### config.mk
export PLATFORM = sky130hd
export DESIGN_NAME = aes_key_expand
export DESIGN_NICKNAME = d
export VERILOG_FILES = /design/src/rtl/aes_pkg.sv /design/src/rtl/aes_sub_word.sv /design/src/rtl/aes_key_expand.sv
export SDC_FILE = /design/constraint.sdc
export NUM_CORES = 2
export LEC_CHECK = 0
export CAP_MARGIN = 0
export CORE_AREA = 2 2 603 605
export CTS_BUF_LIST = sky130_fd_sc_hd__clkbuf_4
export CTS_CLUSTER_SIZE = 14
export DETAILED_ROUTE_END_ITERATION = 8
export DIE_AREA = 0 0 605 607
export SLEW_MARGIN = 20
export SYNTH_ARGS = -nofsm -noshare
export SYNTH_HDL_FRONTEND = slang
export SYNTH_SLANG_ARGS = --single-unit
### constraint.sdc
create_clock -name clk -period 10.4 [get_ports clk]
set_input_delay 1.56 -clock clk [delete_from_list [all_inputs] [get_ports clk]]
set_output_delay 1.56 -clock clk [all_outputs]
set_load 0.02 [all_outputs]
### src/rtl/aes_pkg.sv
// Shared AES definitions: S-box table, word-level helpers and the key-expansion FSM states.
// Used by both the key schedule and the cipher core so there is a single S-box.
package aes_pkg;

  localparam logic [7:0] SBOX [256] = '{
    8'h63, 8'h7c, 8'h77, 8'h7b, 8'hf2, 8'h6b, 8'h6f, 8'hc5, 8'h30, 8'h01, 8'h67, 8'h2b, 8'hfe, 8'hd7, 8'hab, 8'h76,
    8'hca, 8'h82, 8'hc9, 8'h7d, 8'hfa, 8'h59, 8'h47, 8'hf0, 8'had, 8'hd4, 8'ha2, 8'haf, 8'h9c, 8'ha4, 8'h72, 8'hc0,
    8'hb7, 8'hfd, 8'h93, 8'h26, 8'h36, 8'h3f, 8'hf7, 8'hcc, 8'h34, 8'ha5, 8'he5, 8'hf1, 8'h71, 8'hd8, 8'h31, 8'h15,
    8'h04, 8'hc7, 8'h23, 8'hc3, 8'h18, 8'h96, 8'h05, 8'h9a, 8'h07, 8'h12, 8'h80, 8'he2, 8'heb, 8'h27, 8'hb2, 8'h75,
    8'h09, 8'h83, 8'h2c, 8'h1a, 8'h1b, 8'h6e, 8'h5a, 8'ha0, 8'h52, 8'h3b, 8'hd6, 8'hb3, 8'h29, 8'he3, 8'h2f, 8'h84,
    8'h53, 8'hd1, 8'h00, 8'hed, 8'h20, 8'hfc, 8'hb1, 8'h5b, 8'h6a, 8'hcb, 8'hbe, 8'h39, 8'h4a, 8'h4c, 8'h58, 8'hcf,
    8'hd0, 8'hef, 8'haa, 8'hfb, 8'h43, 8'h4d, 8'h33, 8'h85, 8'h45, 8'hf9, 8'h02, 8'h7f, 8'h50, 8'h3c, 8'h9f, 8'ha8,
    8'h51, 8'ha3, 8'h40, 8'h8f, 8'h92, 8'h9d, 8'h38, 8'hf5, 8'hbc, 8'hb6, 8'hda, 8'h21, 8'h10, 8'hff, 8'hf3, 8'hd2,
    8'hcd, 8'h0c, 8'h13, 8'hec, 8'h5f, 8'h97, 8'h44, 8'h17, 8'hc4, 8'ha7, 8'h7e, 8'h3d, 8'h64, 8'h5d, 8'h19, 8'h73,
    8'h60, 8'h81, 8'h4f, 8'hdc, 8'h22, 8'h2a, 8'h90, 8'h88, 8'h46, 8'hee, 8'hb8, 8'h14, 8'hde, 8'h5e, 8'h0b, 8'hdb,
    8'he0, 8'h32, 8'h3a, 8'h0a, 8'h49, 8'h06, 8'h24, 8'h5c, 8'hc2, 8'hd3, 8'hac, 8'h62, 8'h91, 8'h95, 8'he4, 8'h79,
    8'he7, 8'hc8, 8'h37, 8'h6d, 8'h8d, 8'hd5, 8'h4e, 8'ha9, 8'h6c, 8'h56, 8'hf4, 8'hea, 8'h65, 8'h7a, 8'hae, 8'h08,
    8'hba, 8'h78, 8'h25, 8'h2e, 8'h1c, 8'ha6, 8'hb4, 8'hc6, 8'he8, 8'hdd, 8'h74, 8'h1f, 8'h4b, 8'hbd, 8'h8b, 8'h8a,
    8'h70, 8'h3e, 8'hb5, 8'h66, 8'h48, 8'h03, 8'hf6, 8'h0e, 8'h61, 8'h35, 8'h57, 8'hb9, 8'h86, 8'hc1, 8'h1d, 8'h9e,
    8'he1, 8'hf8, 8'h98, 8'h11, 8'h69, 8'hd9, 8'h8e, 8'h94, 8'h9b, 8'h1e, 8'h87, 8'he9, 8'hce, 8'h55, 8'h28, 8'hdf,
    8'h8c, 8'ha1, 8'h89, 8'h0d, 8'hbf, 8'he6, 8'h42, 8'h68, 8'h41, 8'h99, 8'h2d, 8'h0f, 8'hb0, 8'h54, 8'hbb, 8'h16
  };

  typedef enum logic [1:0] {IDLE, EXPAND, DONE} ke_state_e;

  function automatic logic [7:0] sbox(input logic [7:0] b);
    return SBOX[b];
  endfunction

  function automatic logic [31:0] sub_word(input logic [31:0] x);
    return {sbox(x[31:24]), sbox(x[23:16]), sbox(x[15:8]), sbox(x[7:0])};
  endfunction

  function automatic logic [31:0] rot_word(input logic [31:0] x);
    return {x[23:0], x[31:24]};
  endfunction

  function automatic logic [7:0] xtime(input logic [7:0] x);
    return {x[6:0], 1'b0} ^ (x[7] ? 8'h1b : 8'h00);
  endfunction

endpackage

### src/rtl/aes_sub_word.sv
// Four parallel S-box lookups on one 32-bit word; purely combinational.
module aes_sub_word
  import aes_pkg::*;
(
  input  logic [31:0] din,
  output logic [31:0] dout
);

  for (genvar b = 0; b < 4; b++) begin : g_lane
    assign dout[8*b +: 8] = sbox(din[8*b +: 8]);
  end

endmodule

### src/rtl/aes_key_expand.sv
// Iterative AES key schedule: one 32-bit schedule word per cycle into a flat word store.
// Optional AES_KEY_ZEROIZE_EN adds a synchronous zeroize input that wipes the schedule.
module aes_key_expand
  import aes_pkg::*;
#(
  parameter int Nk = 4,
  parameter int Nr = Nk + 6
) (
  input  logic                  clk,
  input  logic                  rst_n,
  input  logic                  start,
  input  logic [32*Nk-1:0]      key_in,
`ifdef AES_KEY_ZEROIZE_EN
  input  logic                  zeroize,
`endif
  output logic                  busy,
  output logic                  key_valid,
  output logic [Nr:0][127:0]    k_sch
);

  localparam int NW = 4 * (Nr + 1);
  localparam int IW = $clog2(NW);

  if (!(Nk == 4 || Nk == 6 || Nk == 8)) begin : g_bad_nk
    $error("aes_key_expand: Nk must be 4, 6 or 8");
  end

  ke_state_e     state;
  logic [31:0]   w [NW];
  logic [IW-1:0] idx;
  logic [2:0]    ph;     // idx mod Nk, tracked incrementally
  logic [7:0]    rcon;

  logic [31:0] prev, sw_in, sw_out, t, nxt;

  always_comb begin
    prev  = w[idx - IW'(1)];
    sw_in = (ph == 3'd0) ? rot_word(prev) : prev;
    t     = prev;
    if (ph == 3'd0)                  t = sw_out ^ {rcon, 24'h0};
    else if (Nk == 8 && ph == 3'd4)  t = sw_out;
    nxt   = w[idx - IW'(Nk)] ^ t;
  end

  aes_sub_word u_sub_word (
    .din  (sw_in),
    .dout (sw_out)
  );

  always_ff @(posedge clk or negedge rst_n) begin
    if (!rst_n) begin
      state     <= IDLE;
      busy      <= 1'b0;
      key_valid <= 1'b0;
      rcon      <= 8'h01;
      idx       <= '0;
      ph        <= '0;
      for (int k = 0; k < NW; k++) w[k] <= '0;
    end
`ifdef AES_KEY_ZEROIZE_EN
    else if (zeroize) begin
      state     <= IDLE;
      busy      <= 1'b0;
      key_valid <= 1'b0;
      rcon      <= 8'h01;
      idx       <= '0;
      ph        <= '0;
      for (int k = 0; k < NW; k++) w[k] <= '0;
    end
`endif
    else begin
      case (state)
        IDLE, DONE: begin
          if (start) begin
            for (int k = 0; k < Nk; k++) w[k] <= key_in[32*(Nk-k)-1 -: 32];
            idx       <= IW'(Nk);
            ph        <= '0;
            rcon      <= 8'h01;
            key_valid <= 1'b0;
            busy      <= 1'b1;
            state     <= EXPAND;
          end
        end
        EXPAND: begin
          w[idx] <= nxt;
          if (ph == 3'd0) rcon <= xtime(rcon);
          ph <= (ph == 3'(Nk - 1)) ? 3'd0 : 3'(ph + 3'd1);
          // last word: schedule becomes valid in the same cycle busy drops
          if (idx == IW'(NW - 1)) begin
            busy      <= 1'b0;
            key_valid <= 1'b1;
            state     <= DONE;
          end else begin
            idx <= IW'(idx + IW'(1));
          end
        end
        default: state <= IDLE;
      endcase
    end
  end

  for (genvar r = 0; r <= Nr; r++) begin : g_rk
    assign k_sch[r] = {w[4*r], w[4*r+1], w[4*r+2], w[4*r+3]};
  end

endmodule

==> metrics.cfg <==
[status]
status=finished, violations left
violations=design-rule violations

[floorplanning]
rows=221
ioPinCount=1541
die_y_microns=607
die_w_microns=605
start_util_pct=25.0
core_area_sq_um=361000
die_area_sq_um=367000

[clock_tree]
clkTransAtPathRegs_ns=0.07
cts_buffers=406
clk_path_buf_depth=4
cts_tree=yes
post-cts-setup-buffers=0
clockRootBuffer=clkbuf_4
ctsResizeCount=0
postCtsHoldBufs=0
cts.sinks=1429
h-tree-depth=5
clk_latency_ns=1.65

[global_routing]
grt_max_degree=173
grt_pass1_vias=96700
grt_pass1_wl_microns=979000
grt_util_all_layers_pct=39.8
antenna_found_initial=115
gr-total-overflow=0

[sta]
worst_pin_slew_ns=1.36
slew_violations=0
max_freq_ghz=0.101
fin_tns_setup_ns=0
fin_crit_sh_pct=95.6
setup_violations=0
slew_headroom_pct=8.55
hold_viol=0
rsz0062_at_grt=false
skew_ns=0.311
period_minus_slack_ns=9.95

[placed_design]
dp_hpwl_microns=563000
port_buffers=1540
routabilityCongestion=1.05

[routing]
ant_nets=0
via_per_inst=6.31
route.detailed.drc=2
totalWireLength_microns=758000
wire_per_inst_microns=45.6
drtPass1Iterations=9
drtIter0Drc=16700
dr_total_vias=105000

[cells_and_area]
final_cell_mix=1680 x nand2_1, 1539 x clkdlybuf4s50_1, 1425 x dfrtp_1
drive_gt1_share_pct=17.8
nNetsFinal=11600
mostFrequentLayoutCell=nand2_1
syn2layout_area_growth_pct=30.7

[logic_synthesis]
avgSynthCellArea_sq_um=9.05
synth_area_leaders=dfrtp_1 40%, mux4_2 8.6%, nand2_1 7.3%, o21ai_0 7.1%, mux2i_1 3.6%
syn-num-nets=10200
yosys.area.top_type_share_pct=39.6
ys_ff_latch=1429
async_flop_share_pct=100
ys.flop_type=dfrtp_1
yosysWarnings=0
yosysTopAreaCell=dfrtp_1
syn-cell-area_sq_um=90300
ys_seq_area_share_pct=39.6
synth_cells=9972
yosysUniqueCellTypes=132
synth_edf_count=0

[setup_path]
critPathTopFamily=compound AO/OA/AOI/OAI gates
worstSetupPathType=flip-flop to flip-flop
worst_ep_arrival_time_ns=11.14
cp_slowest_cell=dfrtp_1
end_kind=flip-flop
cp.required_ns=11.59
critical-path-max-stage-delay_ns=0.82
cp_cell_sequence=clkinv_1, ha_4, a21oi_1, o211ai_1, buf_4, nor3_4, nand4_1, and4_1, mux2i_4, ha_1, o211ai_1, a21boi_0, a221oi_1, o21ai_0, nand3_1, o211ai_1, xor2_1, a311oi_4, buf_4, o21ai_0
crit_path_start_kind=flip-flop
worst-path-max-fanout=43
critPathBufInv=3
cpMostUsedCell=o211ai_1

[min_path]
min_path_type=input pin to asynchronous set/reset pin

[flow_run]
drv_cap=0

[layout make-up]
class                           count  area [sq um]
Fill cell                       37700        243000
Multi-Input combinational cell   7481         50800
Sequential cell                  1429         35800
Timing Repair Buffer             2046         19800
Tap cell                         4794          6000
Clock buffer                      592          4440
Clock inverter                    132           774
Inverter                           65           264
Antenna cell                       92           230
[metal layers]
metal	wire length [microns]	GRT usage [%]	vias up
li1	-	-	40400
met1	256000	44.2	52200
met2	316000	57.5	9669
met3	94100	14.7	2535
met4	91400	39.8	40
met5	397	0.261	-
[Yosys cell counts (74+ instances only)]
| cell type | n |
|---|---|
| a211oi_1 | 113 |
| nor2_1 | 514 |
| a31oi_1 | 82 |
| a21oi_1 | 635 |
| nor4_1 | 76 |
| mux2i_1 | 325 |
| nand3_1 | 199 |
| o21ai_1 | 90 |
| mux4_2 | 344 |
| clkbuf_1 | 562 |
| o22ai_1 | 415 |
| buf_2 | 206 |
| o21ai_0 | 1274 |
| a22oi_1 | 102 |
| nand2_1 | 1744 |
| dfrtp_1 | 1428 |
| nor3_1 | 154 |
| mux2_2 | 262 |
| buf_4 | 74 |
| o211ai_1 | 111 |
[state kept, by name, summed over array words and instances (netlist names)]
signal     flops
ph             3
key_valid      1
state          2
k_sch       1408
busy           1
rcon           8
idx            6
[stage by stage]
| stage | setup WS, ns | hold WS [ns] | utilization (%) | instances | cell area, sq um |
|---|---|---|---|---|---|
| 6_report | 0.453 | 0.0379 | 32.7 | 16600 | 118000 |
| 3_5_place_dp | 1.06 | 0.465 | 31.2 | 15800 | 113000 |
| 5_1_grt | 0.543 | 0.0991 | 32.7 | 16600 | 118000 |
| 3_3_place_gp | 0.669 | 0.464 | 31.2 | 15800 | 112000 |
| 4_1_cts | 0.929 | 0.0504 | 32.6 | 16500 | 118000 |
| 2_1_floorplan | 3.16 | 0.464 | - | 9972 | 90300 |
[cell families (layout without fill, tap and decap cells)]
family          count (synthesis)  in the layout  share of synthesized area (%)
compound gates               3465           3465                           23.7
xor+xnor                       57             57                          0.603
fa+ha+maj                      63             63                          0.873
buf+inv                      1062           2835                           5.69
flops                        1429           1429                           39.6
mux                           936            936                           15.5
other cells                     0             92                              0
simple gates                 2960           2960                           13.9
[path summary, 6_finish.rpt]
kind                           start          to  slack (ns)  cells past startpoint
setup / recovery              idx[3]  k_sch[349]        0.45                     20
hold / removal                 rst_n   k_sch[84]        0.04                      1
setup reg to reg              idx[3]  k_sch[349]        0.45                     20
hold reg to reg            key_valid   key_valid        0.47                      1
max in group asynchronous      rst_n  k_sch[522]        7.90                      3
min in group clk           key_valid   key_valid        0.47                      1
Power is left out: the tool's default activity adds up to more than one toggle a clock period on the data nets, which glitch-free logic cannot reach.
